<file path="config.mk">
export PLATFORM = sky130hd
export DESIGN_NAME = ttl_sync_counter
export DESIGN_NICKNAME = d
export VERILOG_FILES = /design/src/rtl/ttl_pkg.sv /design/src/rtl/ttl_tc_detect.sv /design/src/rtl/ttl_sync_counter.sv
export SDC_FILE = /design/constraint.sdc
export NUM_CORES = 1
export LEC_CHECK = 0
export ABC_AREA = 1
export BUFFER_PORTS_ARGS = -buffer_cell sky130_fd_sc_hd__buf_2
export CORE_AREA = 4 4 41 43
export DETAILED_ROUTE_END_ITERATION = 16
export DIE_AREA = 0 0 45 47
export PLACE_DENSITY = 0.63
export SKIP_CTS_REPAIR_TIMING = 1
export SLEW_MARGIN = 20
export SYNTH_ARGS = -nofsm -noshare
export SYNTH_HDL_FRONTEND = slang
export SYNTH_HIERARCHICAL = 1
export SYNTH_SLANG_ARGS = --single-unit
export TNS_END_PERCENT = 5
</file>
<file path="constraint.sdc">
create_clock -name clk -period 1.9 [get_ports clk]
set_input_delay 0.19 -clock clk [delete_from_list [all_inputs] [get_ports clk]]
set_output_delay 0.19 -clock clk [all_outputs]
set_load 0.1 [all_outputs]
</file>
<file path="src/rtl/ttl_pkg.sv">
// Shared definitions for the parametrised TTL counter family.
// Latency: none (constants and elaboration-time helpers only).
// Backpressure: not applicable.
package ttl_pkg;

  // Count direction encodings for the 'up' input
  localparam logic CNT_UP   = 1'b1;
  localparam logic CNT_DOWN = 1'b0;

  // Bits needed to represent states 0..m-1 (used to range-check MODULUS)
  function automatic int unsigned cnt_bits(input longint unsigned m);
    longint unsigned v;
    int unsigned     bits;
    bits = 0;
    v    = (m == 64'd0) ? 64'd0 : m - 64'd1;
    for (int i = 0; i < 64; i++) begin
      if (v != 64'd0) begin
        bits++;
        v = v >> 1;
      end
    end
    return bits;
  endfunction

endpackage

</file>
<file path="src/rtl/ttl_tc_detect.sv">
// Wide-AND terminal-count detector: flags q==MODULUS-1 and q==0.
// Latency: purely combinational.
// Backpressure: not applicable.
module ttl_tc_detect #(
  parameter int              WIDTH   = 4,
  parameter longint unsigned MODULUS = 64'd1 << WIDTH
) (
  input  logic [WIDTH-1:0] q,
  output logic             tc_max,
  output logic             tc_zero
);
  import ttl_pkg::*;

  localparam logic [WIDTH-1:0] MAX_VAL = WIDTH'(MODULUS - 64'd1);

  // Each bit matches its terminal pattern; the AND of all matches is the flag
  always_comb begin
    tc_max  = &(q ~^ MAX_VAL);
    tc_zero = &(~q);
  end

endmodule

</file>
<file path="src/rtl/ttl_sync_counter.sv">
// Synchronous up/down modulo-N counter with load, ENP/ENT enables and RCO.
// Latency: q updates one clk edge after rst/load/count; rco is combinational.
// Backpressure: none; cascade stages by wiring rco of one stage to ent of the next.
module ttl_sync_counter #(
  parameter int              WIDTH   = 4,
  parameter longint unsigned MODULUS = 64'd1 << WIDTH
) (
  input  logic             clk,
  input  logic             rst,
  input  logic             load,
  input  logic             enp,
  input  logic             ent,
  input  logic             up,
  input  logic [WIDTH-1:0] d,
  output logic [WIDTH-1:0] q,
  output logic             rco
);
  import ttl_pkg::*;

  localparam logic [WIDTH-1:0] MAX_VAL = WIDTH'(MODULUS - 64'd1);

  // Reject illegal widths and moduli at elaboration
  if (WIDTH < 1 || WIDTH > 32) begin : g_bad_width
    $error("ttl_sync_counter: WIDTH must be 1..32");
  end
  if (MODULUS < 64'd2 || cnt_bits(MODULUS) > WIDTH) begin : g_bad_modulus
    $error("ttl_sync_counter: MODULUS must be 2..2**WIDTH");
  end

  logic             tc_max;
  logic             tc_zero;
  logic [WIDTH-1:0] q_next;
  logic             over_range;

  ttl_tc_detect #(
    .WIDTH   (WIDTH),
    .MODULUS (MODULUS)
  ) u_tc (
    .q       (q),
    .tc_max  (tc_max),
    .tc_zero (tc_zero)
  );

  // Next-state mux: an out-of-range value wraps to 0 counting up, but
  // decrements normally counting down
  always_comb begin
    over_range = (64'(q) >= MODULUS);
    q_next     = q;
    if (up == CNT_UP) begin
      q_next = (tc_max || over_range) ? '0 : q + WIDTH'(1);
    end else begin
      q_next = tc_zero ? MAX_VAL : q - WIDTH'(1);
    end
  end

  // State register: reset beats load, load beats counting
  always_ff @(posedge clk) begin
    if (rst) begin
      q <= '0;
    end else if (load) begin
      q <= d;
    end else if (enp && ent) begin
      q <= q_next;
    end
  end

  // Ripple carry: terminal state for the current direction, gated by ent only
  always_comb begin
    rco = ent & ((up == CNT_UP) ? tc_max : tc_zero);
  end

endmodule

</file>
==> summary.md <==
| Metric | Value |
|---|---|
| Synth Instances | `71` |
| Clock transition at path regs | `40 ps` |
| Leakage | `0.290 nW` |
| First-pass DRT Iterations | `2` |
| Critical Path End Type | `output port` |
| # H-tree levels | `1` |
| Worst R2R End | `q[0]` |
| Minimum clock period | `1620 ps` |
| Status | `finished clean` |
| Initial Util | `0.315` |
| Clock share of power | `0.283` |
| Initial antenna violation count | `0` |
| Final Routed Wirelength | `952 um` |
| Adder-Cell Fraction of Synth Area | `0.0610` |
| Clk_skew | `2.56 ps` |
| Largest register by flop count | `q` |
| Setup slack, reg-to-reg | `630 ps` |
| Comb power frac | `0.436` |
| Final #Nets | `101` |
| Remaining DRCs | `0` |
| Worst Setup Start Kind | `flop` |
| Max-slew violation count | `0` |
| Syn-to-layout area delta | `34.8%` |
| Syn_area_per_cell | `5.78 um2` |
| Clock Tree Buf Depth | `2` |
| Largest net degree at the start of global routing | `12` |
| Max Cap Viol | `0` |
| Post-Syn Nets | `83` |
| Max FFs per register | `4` |
| Yosys synthesis warning count | `6` |
| Sequential Area | `92.6 um2` |
| Setup violations, final | `0` |
| HPWL after DPL | `807 um` |
| Std-Cell Rows | `13` |
| Avg Vias per Cell | `4.54` |
| Synth Cell Area | `410 um2` |
| Worst-Margin Slew | `489 ps` |
| Post-synth cell types | `20` |
| Final ANT Viol Nets | `0` |
| Sequential area share after synthesis | `0.195` |
| WS Path Type | `reg -> out` |
| Drt wl/cell | `9.24 um` |
| First-pass GRT wire length | `1650 um` |
| Synth Area in Compound Gates | `0.149` |
| FMAX | `0.619 GHz` |
| Hold crit path type | `in -> reg` |
| Internal | `0.222 mW` |
| Flops & latches, synth | `4` |
| Largest family of logic cells by synthesized area | `simple AND/OR/NAND/NOR gates` |
| Crit path DAT | `1430 ps` |
| Die ar. | `2120 um2` |
| Power per Cell Area | `710 nW/um2` |
| Port buffer count | `14` |
| Synth Area in XOR/XNOR | `0` |
| Start point of the worst hold path | `rst` |
| Clock latency on the worst-skew pair | `230 ps` |
| Total grt overflow | `0` |
| Period utilisation layout | `0.851` |
| Gr usage total | `0.104` |
| Final hold vios | `0` |
| Core area | `1300 um2` |
| WHS Path Cells | `2` |
| Most frequent cells in the layout | `23 x nand2_1, 13 x inv_1, 13 x buf_2, 7 x nand3_1, 4 x nor2_1` |
| Share of cells above drive strength 1 | `0.307` |
| Area occupied by multi-input gates | `278 um2` |
| Cts bufs inserted | `3` |
| Switch Pwr | `0.170 mW` |
| Maximum vdd drop | `637 uV` |
| CTS tree | `yes` |
| Most common cell after layout, fill and taps aside | `nand2_1` |
| RSZ-0062 raised after global routing | `no` |
| Hold Path End | `q[3]` |
| Vias | `468` |
| Ports | `15` |
| Worst r2r path cells | `7` |
| Final antenna diode count | `0` |
| Clock root buffer | `clkbuf_4` |
| Mux cell area share after synthesis | `0` |
| Chip Width | `45 um` |
| Seq pwr share | `0.281` |
| Die height | `47 um` |
| CP Data Required Time | `1710 ps` |
| Gpl congestion | `0.725` |
| Area share of and/or/nand/nor cells after synthesis | `0.439` |
| Filler cells | `143` |
| Setup TNS | `0 ps` |
| Clk sinks | `4` |
| Largest registers | `q: 4 flops` |
| Slew HR | `0.676` |
| Worst r2r src | `q[2]` |
| Initial DRC Count | `3` |
| Switching share of power | `0.434` |
| Final hold slack | `132 ps` |
| Crit Path Max Fanout | `11` |
| Vias in the first global route | `435` |
layout make-up:
class,instances,area share
clock buffers,4,0.0475
inverters,14,0.0950
multi-input cells,52,0.502
flip-flops and latches,4,0.167
well taps,15,0.0339
repair buffers,14,0.154
synth_stat cells:
| cell type | number | area, um2 |
|---|---|---|
| nor2_2 | 1 | 6.26 |
| nand2_1 | 23 | 86.3 |
| dfxtp_1 | 4 | 80.1 |
| nor2_1 | 4 | 15.0 |
| or2_0 | 1 | 6.26 |
| nor2_4 | 1 | 11.3 |
| nand3_1 | 7 | 35.0 |
| nand3b_1 | 1 | 7.51 |
| a31oi_1 | 1 | 6.26 |
| buf_6 | 1 | 11.3 |
| or2_2 | 1 | 6.26 |
| inv_1 | 13 | 48.8 |
| nand4_1 | 1 | 6.26 |
| ha_1 | 2 | 25.0 |
| o21ai_0 | 3 | 15.0 |
| a21oi_1 | 3 | 15.0 |
| a21boi_0 | 1 | 7.51 |
| inv_2 | 1 | 3.75 |
| o221ai_1 | 1 | 8.76 |
| a21oi_2 | 1 | 8.76 |
power groups by stage:
stage	sequential [mW]	combinational, mW	clock, mW
floorplan	0.162	0.0852	0
global placement	0.111	0.173	0
detailed placement	0.112	0.173	0
CTS	0.111	0.173	0.117
global route	0.114	0.186	0.127
finish	0.110	0.171	0.111
worst max-delay path, stage by stage, from the launching register on:
cell      delay [ps]
dfxtp_2          420
nand2_1           70
nor2_1           200
nand2_1          150
a21boi_4         170
buf_12           190
per-layer routing:
metal,vias to the layer above,part of all wire,GRT usage
met3,0,0.058,0.0345
met4,0,0,0.0175
met1,199,0.46,0.122
met2,9,0.48,0.186
li1,260,-,-
met5,-,0,0
worst max path at each step:
stage                      to  start
after CTS                 rco   q[2]
after floorplan           rco   q[2]
after global routing      rco   q[2]
after global placement    rco   q[2]
after detailed placement  rco   q[2]
final                     rco   q[2]
kinds of logic (layout without fill, tap and decap cells):
kind of cell               Yosys count  count (layout)
DFF                                  4               4
AOI/OAI and AO/OA                   10              10
and+or+nand+nor                     40              40
buffers and inverters               15              32
adders and majority gates            2               2
metrics by stage:
step,instances,util,total power [mW],area [um2],setup WS [ps]
after floorplan,71,-,0.248,434,0.933
after global placement,99,0.405,0.285,527,537
after detailed placement,99,0.405,0.285,527,513
after CTS,103,0.425,0.400,553,265
after global routing,103,0.425,0.427,553,168
final,103,0.425,0.393,553,284
Power figures use the tool's default switching activity.
